**src/rtl/charging_arbiter.sv**
```systemverilog
// charging_arbiter: round-robin arbiter in front of the charging packet-evaluation engine.
// NREQ sources offer packet descriptors over valid/ready. One source is granted per
// transfer, and its descriptor is captured in a one-entry output register. That register
// is drained by the engine's out_rdy. If the register is drained and reloaded in the same
// cycle, no bubble is inserted.
//
// Optional feature: define ARB_UL_PRIO_EN for two-tier arbitration. When any uplink
// requester is valid, only uplink requesters take part in the round-robin search. When
// the macro is left undefined, arbitration is pure round robin and in_ul is only passed
// through.
module charging_arbiter #(
    parameter int NREQ = 4,
    parameter int SW   = $clog2(NREQ)
) (
    input  logic                 asclk,
    input  logic                 aresetn,
    input  logic [NREQ*96-1:0]   in_pkt_id,
    input  logic [NREQ*16-1:0]   in_pkt_len,
    input  logic [NREQ*3-1:0]    in_cnt_policy,
    input  logic [NREQ*22-1:0]   in_cnt_report,
    input  logic [NREQ-1:0]      in_ul,
    input  logic [NREQ-1:0]      in_vld,
    output logic [NREQ-1:0]      in_rdy,
    output logic [95:0]          out_pkt_id,
    output logic [15:0]          out_pkt_len,
    output logic [2:0]           out_cnt_policy,
    output logic [21:0]          out_cnt_report,
    output logic                 out_ul,
    output logic [SW-1:0]        out_src,
    output logic                 out_vld,
    input  logic                 out_rdy
);

    // State of the output register: it is either empty or holds one descriptor.
    typedef enum logic {
        ST_EMPTY = 1'b0,
        ST_FULL  = 1'b1
    } state_t;

    state_t            r_state;
    state_t            w_state_nxt;
    logic [SW-1:0]     r_rr_ptr;
    logic [SW-1:0]     w_ptr_nxt;
    logic [SW-1:0]     w_grant;
    logic              w_any;
    logic              w_load;
    logic              w_take;
    logic [NREQ-1:0]   w_cand;
    logic [NREQ-1:0]   w_onehot;
    int                w_idx;

    logic [95:0]       r_pkt_id;
    logic [15:0]       r_pkt_len;
    logic [2:0]        r_cnt_policy;
    logic [21:0]       r_cnt_report;
    logic              r_ul;
    logic [SW-1:0]     r_src;

    // The register can accept a new descriptor when it is empty, or when the
    // engine is taking the current descriptor in this same cycle.
    assign w_load = (r_state == ST_EMPTY) || out_rdy;
    assign w_take = w_load && w_any;

`ifdef ARB_UL_PRIO_EN
    // Candidate set: restrict the search to valid uplink requesters whenever
    // at least one exists. Otherwise every valid requester is a candidate.
    always_comb begin
        w_cand = in_vld;
        if (|(in_vld & in_ul))
            w_cand = in_vld & in_ul;
    end
`else
    // Candidate set: every valid requester takes part.
    always_comb begin
        w_cand = in_vld;
    end
`endif

    // Round-robin search: pick the first candidate at or above rr_ptr,
    // wrapping modulo NREQ. NREQ need not be a power of two.
    always_comb begin
        w_grant = '0;
        w_any   = 1'b0;
        w_idx   = 0;
        for (int k = 0; k < NREQ; k++) begin
            w_idx = int'(r_rr_ptr) + k;
            if (w_idx >= NREQ)
                w_idx = w_idx - NREQ;
            if (!w_any && w_cand[w_idx[SW-1:0]]) begin
                w_any   = 1'b1;
                w_grant = w_idx[SW-1:0];
            end
        end
    end

    // Ready is a one-hot of the grant. It is gated by load and by reset, so that
    // nothing can be handed over while reset is held.
    always_comb begin
        w_onehot = NREQ'(1) << w_grant;
        in_rdy   = '0;
        if (aresetn && w_take)
            in_rdy = w_onehot;
    end

    // After a grant, the pointer moves one past the winner. An explicit wrap
    // keeps this correct for any NREQ.
    always_comb begin
        w_ptr_nxt = r_rr_ptr;
        if (w_take)
            w_ptr_nxt = (w_grant == SW'(NREQ - 1)) ? '0 : w_grant + SW'(1);
    end

    // Next state of the output register: fill it on a grant, drain it when the
    // engine takes the descriptor and nothing replaces it.
    always_comb begin
        w_state_nxt = r_state;
        if (w_load)
            w_state_nxt = w_any ? ST_FULL : ST_EMPTY;
    end

    // State and round-robin pointer registers.
    always_ff @(posedge asclk or negedge aresetn) begin
        if (!aresetn) begin
            r_state  <= ST_EMPTY;
            r_rr_ptr <= '0;
        end else begin
            r_state  <= w_state_nxt;
            r_rr_ptr <= w_ptr_nxt;
        end
    end

    // Descriptor register: capture the granted source's fields bit-exact.
    // The register holds its value while the engine stalls.
    always_ff @(posedge asclk or negedge aresetn) begin
        if (!aresetn) begin
            r_pkt_id     <= '0;
            r_pkt_len    <= '0;
            r_cnt_policy <= '0;
            r_cnt_report <= '0;
            r_ul         <= 1'b0;
            r_src        <= '0;
        end else if (w_take) begin
            r_pkt_id     <= in_pkt_id[w_grant*96 +: 96];
            r_pkt_len    <= in_pkt_len[w_grant*16 +: 16];
            r_cnt_policy <= in_cnt_policy[w_grant*3 +: 3];
            r_cnt_report <= in_cnt_report[w_grant*22 +: 22];
            r_ul         <= in_ul[w_grant];
            r_src        <= w_grant;
        end
    end

    assign out_vld        = (r_state == ST_FULL);
    assign out_pkt_id     = r_pkt_id;
    assign out_pkt_len    = r_pkt_len;
    assign out_cnt_policy = r_cnt_policy;
    assign out_cnt_report = r_cnt_report;
    assign out_ul         = r_ul;
    assign out_src        = r_src;

endmodule

```
**config.mk**
```make
export PLATFORM = sky130hd
export DESIGN_NAME = charging_arbiter
export DESIGN_NICKNAME = d
export VERILOG_FILES = /design/src/rtl/charging_arbiter.sv
export SDC_FILE = /design/constraint.sdc
export NUM_CORES = 1
export LEC_CHECK = 0
export CAP_MARGIN = 20
export CORE_AREA = 5 5 270 272
export DETAILED_ROUTE_END_ITERATION = 8
export DIE_AREA = 0 0 275 277
export GPL_ROUTABILITY_DRIVEN = 0
export GPL_TIMING_DRIVEN = 0
export MAX_ROUTING_LAYER = met4
export SKIP_CTS_REPAIR_TIMING = 1
export SLEW_MARGIN = 20
export SYNTH_ARGS = -nofsm -noshare
export SYNTH_HDL_FRONTEND = slang
export SYNTH_SLANG_ARGS = --single-unit
```
**constraint.sdc**
```tcl
create_clock -name asclk -period 3.1 [get_ports asclk]
set_input_delay 0.775 -clock asclk [delete_from_list [all_inputs] [get_ports asclk]]
set_output_delay 0.775 -clock asclk [all_outputs]
set_load 0.01 [all_outputs]
```
==> results of run 1 <==
worst max-delay path, delay by kind of cell:
family / cells / cell delay, ns
and+or+nand+nor: 3 / 0.48
buffers and inverters: 6 / 0.75
AOI/OAI and AO/OA: 1 / 0.12
adders and majority gates: 1 / 0.17
sequential cells by signal, indices dropped and copies added (netlist names):
name            flops
out_pkt_id         96
out_cnt_report     22
out_pkt_len        16
out_cnt_policy      3
out_src             2
r_rr_ptr            2
out_ul              1
out_vld             1
final timing paths:
kind                        startpoint           endpoint  slack, ns  cells after the start
max                          in_vld[0]          in_rdy[3]      0.004                     11
min in group asclk          out_src[0]         out_src[0]       0.48                      2
max reg2reg                r_rr_ptr[0]      out_pkt_id[9]       0.39                      6
min reg2reg                 out_src[0]         out_src[0]       0.48                      2
max in group asynchronous      aresetn  out_cnt_report[5]       2.29                      2
min                            aresetn  out_cnt_report[8]       0.20                      1
kinds of logic (layout without fill, tap and decap cells):
kind of cell,after synthesis,count (layout)
adder cells (fa/ha/maj),2,2
multiplexers,138,138
AO/OA/AOI/OAI,289,289
other,0,6
AND/OR/NAND/NOR,159,159
flip-flops,143,143
buffers and inverters,96,841
final cells by class:
type	count	share of cell area
repair buffers	714	0.4112
multi-input cells	588	0.2451
clock inverters	12	0.006124
well taps	950	0.06844
diodes	6	0.0008646
plain buffers	92	0.03509
flip-flops and latches	143	0.2062
inverters	3	0.0006484
clock buffers	20	0.02630
Yosys cell counts (all sizes together), types with 2 or more instances:
master,count,area [um2]
dfrtp,143,3578
nor2,139,521.8
o22ai,139,875.8
a221oi,138,1209
mux2i,138,1381
buf,64,457.9
clkbuf,29,108.9
nand2,8,30.03
nor2b,5,36.29
and3,4,25.02
o21ai,4,20.02
a21oi,3,15.01
inv,3,11.26
ha,2,25.02
nor3,2,10.01
per-layer routing:
metal	wire (um)	share of wire
met5	0	0
met4	3336	0.057
met2	27110	0.46
met3	5832	0.099
met1	22650	0.38
cell usage in the layout (no fill, tap or decap), types with 2 or more instances in the layout:
cell,instances
diode_2,6
o21ai_0,4
nor3_2,2
buf_8,10
buf_6,3
nor2b_4,2
mux2i_1,138
dfrtp_1,141
buf_1,2
clkbuf_2,6
nor2_1,139
buf_4,24
inv_6,4
dfrtp_2,2
o22ai_1,138
dlymetal6s2s_1,2
clkinv_2,5
clkdlybuf4s50_1,694
inv_1,2
clkbuf_8,2
ha_1,2
buf_2,32
clkbuf_16,18
and3_1,4
buf_12,3
a21oi_1,2
nand2_1,8
nor2b_1,2
a221oi_1,138
clkbuf_1,29
where the power goes:
group	switching, W	internal [W]
registers	0.000379	0.00244
clock network	0.000954	0.00115
logic	0.00287	0.00291
per-stage QoR:
step           area, um2  instances  hold slack [ns]
3_5_place_dp       16620       2481           0.4699
6_report           17370       2528           0.1961
3_3_place_gp       16590       2480           0.4673
5_1_grt            17360       2526           0.1949
2_1_floorplan       8361        827           0.4794
4_1_cts            17180       2513           0.2253
==> impl_metrics.ini, run 1 <==
[place]
portBuffers = 703
preCtsSetupSlack_ns = -1.218
dp_hpwl_um = 48260

[cts]
clkTransAtPathRegs_ns = 0.06
insertion_delay_ns = 0.46
cts-root-buf = clkbuf_16
clockBufferDepth = 2
cts_tree = yes
cts-buffers-inserted = 17
cts_max_level = 4
cts_sinks = 143

[logic_synthesis]
synth_mux_area_frac = 0.1652
avgSynthCellArea_um2 = 10.11
netlist_instances = 827
synth-compound-area-share = 0.2594
synth_xor_area_frac = 0
synth_cell_types = 26
synth_edf_count = 0
synth_fa_ha_area_frac = 0.002993
yosysSeqAreaShare = 0.4280
synth_top_family_by_area = compound AO/OA/AOI/OAI gates
yosys_warnings = 0
netlist_area_um2 = 8361
synth-simple-area-share = 0.07528
synth_seq_cells = 143
synth_flop_cell = dfrtp_1
async_reset_ff_frac = 1.000
syn_nets = 1388

[hold_path]
hold_path_class = input pin to asynchronous set/reset pin

[grt]
met2_usage = 0.2363
grt_overflow_total = 0
grt_pass1_vias = 11580
antenna_found_initial = 7
track_usage = 0.1499
grt_pass1_wl_um = 80480
grt_start_max_net_pins = 79
grtUsageMet1 = 0.1663
met3_usage = 0.05077
globalRoute.busiestLayer = met2

[layout]
drive_above_1_share = 0.07824
fin_nets = 2120
syn_to_final_growth_pct = 107.7
regArea_um2 = 3581
final_core_util = 0.2463
fill_cells = 7485
multi_input_area_um2 = 4257

[sta]
finClkSkew_ns = 0.009909
finalCritPeriodShare = 0.9988
timing.fmax_mhz = 323.0
worstMarginPinSlew_ns = 0.9774
setup_viol = 0
setup_slack_ns = 0.003814
tns_ns = 0
rsz0062_at_grt = true
slew_headroom = 0.3484
finalHoldViolCount = 0
post-route-min-period_ns = 3.096
finalMaxSlewViolations = 0

[setup_path]
worstPathArrival_ns = 2.32
slowest_delay_ns = 0.18
cp-end-kind = primary output
critPathSlowestCell = nor3_2
worstPathCellList = clkbuf_2, nor2b_4, nor3_2, o22ai_2, buf_6, buf_12, buf_8, inv_1, ha_1, and3_1, clkbuf_2
cp-start-kind = input pin
cp_max_fo = 10
required_ns = 2.32
critPathKind = input pin to primary output
crit_top_cell = clkbuf_2

[power_and_ir_drop]
p_per_area_nw_per_um2 = 616.6
p_leak_nw = 6.899
vdd_drop_max_v = 0.0002389
power.total_w = 0.01071

[route]
wl_per_cell_um = 23.31
num_vias = 10650
drcViolationCount = 0
first_iter_violations = 457
via_per_inst = 4.214
drtPass1Iterations = 5
wl_um = 58930
drtAntennaViolNets = 0

[floorplan]
ioPinCount = 704
chipHeight_um = 277
rows = 98
initial_core_util = 0.1186
coreArea_um2 = 70510
die_x_um = 275
die_area_um2 = 76180

[run_status]
outcome = completed

[flow_run]
max-cap-violations = 0
(Power assumes the default switching activity.)
==> run 2, diff against run 1 <==
CORE_AREA = 5 5 269 271   (was 5 5 270 272)
DIE_AREA = 0 0 274 276   (was 0 0 275 277)
DONT_BUFFER_PORTS = 1   (was not set)
==> run 2 against run 1 <==
Cell area is 41% lower. Hold slack got worse by 0.19 ns. Highest routed layer unchanged. Register-to-register slack lost 0.04 ns. Sequential power up 18%. Cell count fell by 28%. Power is 17% lower. Clock skew rose by 0.0017 ns. Die area fell by 0.72%.
==> impl_metrics.ini, run 2 (synthesized netlist as in run 1, its figures left out) <==
[route]
drcViolationCount = 0
num_vias = 8207
via_per_inst = 4.514
drtPass1Iterations = 6
drtAntennaViolNets = 0
wl_um = 52510
first_iter_violations = 571
wl_per_cell_um = 28.88

[setup_path]
rr_endpoint = out_pkt_id[13]
cp-start-kind = register
r2r_slack_ns = 0.35
r2r_start = r_rr_ptr[0]
cp-end-kind = primary output
required_ns = 2.32
cp-startpoint = r_rr_ptr[1]
worstPathArrival_ns = 2.27
cp_max_fo = 10
critPathKind = register to primary output
rr_worst_depth = 9

[cts]
cts_max_level = 4
clockBufferDepth = 2
insertion_delay_ns = 0.47
clkTransAtPathRegs_ns = 0.07
cts_sinks = 143
cts_tree = yes
cts-buffers-inserted = 17
cts-root-buf = clkbuf_16

[place]
dp_cells = 1767
preCtsSetupSlack_ns = -0.07506
dp_hpwl_um = 42460
portBuffers = 0

[power_and_ir_drop]
seq_power_share = 0.375
p_int_w = 0.005146
power.switching_w = 0.003766
comb_power_share = 0.366
p_per_area_nw_per_um2 = 869.7
swShare = 0.4226
pwr-share-clk = 0.259
p_leak_nw = 4.051
vdd_drop_max_v = 0.0003972

[sta]
post-route-min-period_ns = 3.040
slew_headroom = 0.3339
finClkSkew_ns = 0.01160
setup_slack_ns = 0.05959
worst_hold_slack_ns = 0.009056
worstMarginPinSlew_ns = 0.9713
rsz0062_at_grt = true
timing.fmax_mhz = 328.9
setup_viol = 0
finalMaxSlewViolations = 0
finalHoldViolCount = 0
finalCritPeriodShare = 0.9808

[layout]
largest_reg_flops = 96
fin_nets = 1409
fin_cells = 1818
final_common_cell = dfrtp_1
drive_above_1_share = 0.1163
syn_to_final_growth_pct = 22.55
final_cell_mix = dfrtp_1, nor2_1, mux2i_1, a221oi_1, o22ai_1

[floorplan]
rows = 97
die_area_um2 = 75620
die_x_um = 274
initial_core_util = 0.1202
coreArea_um2 = 69540
chipHeight_um = 276
ioPinCount = 704

[flow_run]
max-cap-violations = 0

[grt]
antenna_found_initial = 17
grt_overflow_total = 0
track_usage = 0.1347
grt_pass1_vias = 8513
grt_pass1_wl_um = 68860
grt_start_max_net_pins = 148

[run_status]
outcome = completed

[hold_path]
hold_path_class = input pin to asynchronous set/reset pin
## run 2: cell types whose count changed in the layout (fill, tap and decap cells not counted), moves of 4 or more
cell             delta
clkdlybuf4s50_1   -694
buf_2               +4
inv_6               -4
clkbuf_2            -6
diode_2            +12
buf_4               -6
## run 2: layout make-up
type | instances | area (um2)
timing repair buffer | 2 | 15.01
clock buffer | 21 | 470.5
fill | 7817 | 59300
antenna | 18 | 45.04
multi-input combinational | 588 | 4205
inverter | 3 | 11.26
buffer | 93 | 584.3
tap | 940 | 1176
sequential | 143 | 3578
clock inverter | 10 | 160.2
## run 2: how the worst max path moves through the flow
| stage | end | slack, ns |
|---|---|---|
| finish | in_rdy[0] | 0.06 |
| global route | in_rdy[0] | -0.07 |
| CTS | in_rdy[3] | -0.23 |
| detailed placement | out_pkt_id[13] | -0.08 |
| global placement | out_pkt_id[13] | -0.05 |
| floorplan | in_rdy[3] | 0.28 |
## run 2: critical path, cell delays in order (launching register included)
cell and delay [ns]:
dfrtp_1 0.43, nand2_1 0.10, o22a_1 0.18, o2bb2ai_2 0.31
buf_4 0.27, buf_2 0.26, and3_1 0.24
## run 2: metrics by stage
step	TNS, ns	power [W]	instance area (um2)	utilization
after CTS	-0.6976	0.009039	10170	0.1462
after floorplan	0	0.005341	8361	-
after detailed placement	-0.1478	0.006650	9537	0.1371
after global routing	-0.1145	0.009397	10240	0.1473
final	0	0.008911	10250	0.1473
after global placement	-0.05671	0.006518	9537	0.1371
## run 2: power groups by stage
stage | sequential [W] | clock, W | combinational, W
2_1_floorplan | 0.00305 | 0 | 0.00230
3_3_place_gp | 0.00337 | 0 | 0.00315
3_5_place_dp | 0.00338 | 0 | 0.00327
4_1_cts | 0.00335 | 0.00242 | 0.00327
5_1_grt | 0.00340 | 0.00248 | 0.00352
6_report | 0.00334 | 0.00231 | 0.00326
## run 2: per-layer routing
layer	vias up	track usage	part of all wire
met2	670	0.2188	0.48
met5	-	-	0
met1	4074	0.1422	0.38
met4	0	0.07425	0.052
met3	118	0.04908	0.093
li1	3345	-	-
==> run 3, diff against run 2 <==
CORE_AREA = 5 5 268 270   (was 5 5 269 271)
DIE_AREA = 0 0 273 275   (was 0 0 274 276)
GPL_ROUTABILITY_DRIVEN = not set   (was 0)
SLEW_MARGIN = 15   (was 20)
==> run 3 against run 2 <==
The flow now finishes with violations (hold timing). First-iteration DRC count increased by 12%. Via count increased by 1.6%. Clock skew increased by 0.013 ns. Cell area increased by 0.23%. Highest routed layer unchanged. Clock power decreased by 5%. Sequential share of layout area decreased by 0.056 points. Worst setup slack got worse by 0.014 ns.
==> impl_metrics.ini, run 3 (synthesized netlist as in run 1, its figures left out) <==
[layout]
final_core_util = 0.1482
largest_reg_flops = 96
fin_nets = 1411
final_cell_mix = dfrtp_1, nor2_1, mux2i_1, o22ai_1, a221oi_1
syn_to_final_growth_pct = 22.84
drive_above_1_share = 0.1251
final_common_cell = dfrtp_1

[cts]
cts_tree = yes
cts-root-buf = clkbuf_16
clkTransAtPathRegs_ns = 0.07
cts-buffers-inserted = 17
cts_sinks = 143
cts_max_level = 4
insertion_delay_ns = 0.48
clockBufferDepth = 2

[sta]
worst_hold_slack_ns = -0.002469
rsz0062_at_grt = true
post-route-min-period_ns = 3.054
finalCritPeriodShare = 0.9852
tns_ns = 0
setup_viol = 0
setup_slack_ns = 0.04575
slew_headroom = 0.3027
finalMaxSlewViolations = 0
finClkSkew_ns = 0.02501
timing.fmax_mhz = 327.4
worstMarginPinSlew_ns = 1.046
finalHoldViolCount = 6

[grt]
grt_start_max_net_pins = 148
grt_pass1_vias = 8587
grt_pass1_wl_um = 68450
antenna_found_initial = 23
grt_overflow_total = 0
track_usage = 0.1358

[route]
num_vias = 8340
wl_um = 53000
wl_per_cell_um = 29.07
drtAntennaViolNets = 0
via_per_inst = 4.575
drcViolationCount = 0
drtPass1Iterations = 6
first_iter_violations = 642

[floorplan]
ioPinCount = 704
coreArea_um2 = 69300
initial_core_util = 0.1206
die_x_um = 273
die_area_um2 = 75080
rows = 97
chipHeight_um = 275

[place]
preCtsSetupSlack_ns = -0.5613
dp_hpwl_um = 42050
gp_congestion = 0.9431
portBuffers = 0

[setup_path]
cp-startpoint = r_rr_ptr[0]
cp-end-kind = primary output
cp-start-kind = register
worstPathCellList = nor2b_4, nor3_1, o22ai_2, buf_4, buf_16, buf_8, inv_1, ha_1, and3_1
cp_max_fo = 10
worstPathArrival_ns = 2.28
rr_worst_depth = 6
endpoint = in_rdy[3]
critPathSlowestCell = dfrtp_2
required_ns = 2.32
critPathKind = register to primary output
rr_endpoint = out_pkt_id[11]
slowest_delay_ns = 0.46
r2r_slack_ns = 0.06
r2r_start = r_rr_ptr[1]

[hold_path]
hold_path_class = input pin to asynchronous set/reset pin

[power_and_ir_drop]
vdd_drop_max_v = 0.0003725
power.total_w = 0.008900
p_per_area_nw_per_um2 = 866.6
p_leak_nw = 4.060

[run_status]
outcome = finished, violations left
violations = hold timing

[flow_run]
max-cap-violations = 0
==> run 3: worst max-delay path: cells and delay by family (launching register included) <==
kind            cells  cell delay (ns)
simple gates        3             0.46
fa+ha+maj           1             0.19
compound gates      1             0.11
flops               1             0.46
buf+inv             4             0.57
==> run 3: layer usage <==
layer  vias up  GRT usage  part of all wire
met5         -          -                 0
met1      4193     0.1398              0.36
li1       3356          -                 -
met4         0    0.08031             0.058
met3       115    0.05660              0.11
met2       676     0.2183              0.47
==> run 3: stage by stage <==
step | cells | hold slack [ns] | area, um2
after CTS | 1799 | -0.06754 | 10120
after floorplan | 827 | 0.4794 | 8361
final | 1823 | -0.002469 | 10270
after global routing | 1823 | -0.05853 | 10270
after detailed placement | 1767 | 0.4854 | 9537
after global placement | 1767 | 0.4858 | 9537
==> run 3: worst min path at each step <==
stage | endpoint | cells after the start | slack, ns | start
global placement | out_pkt_id[42] | 0 | 0.49 | aresetn
detailed placement | out_pkt_id[36] | 0 | 0.49 | aresetn
CTS | out_pkt_id[41] | 0 | -0.07 | aresetn
finish | out_pkt_id[36] | 0 | -0.002 | aresetn
global route | out_pkt_id[36] | 0 | -0.06 | aresetn
floorplan | out_cnt_policy[0] | 0 | 0.48 | aresetn
==> run 3: layout make-up <==
cell class | instances | area, um2
inverters | 3 | 11.26
well taps | 940 | 1176
diodes | 20 | 50.05
multi-input cells | 588 | 4233
flip-flops and latches | 143 | 3581
fillers | 7759 | 59030
repair buffers | 4 | 37.54
clock inverters | 12 | 131.4
plain buffers | 93 | 593.1
clock buffers | 20 | 456.7
==> run 3: report_power, final <==
group / internal, W / switching [W] / leakage [nW]
sequential: 0.00244 / 0.000877 / 1.63
combinational: 0.00132 / 0.00205 / 2.14
clock: 0.00123 / 0.000971 / 0.291
total: 0.00500 / 0.00390 / 4.06
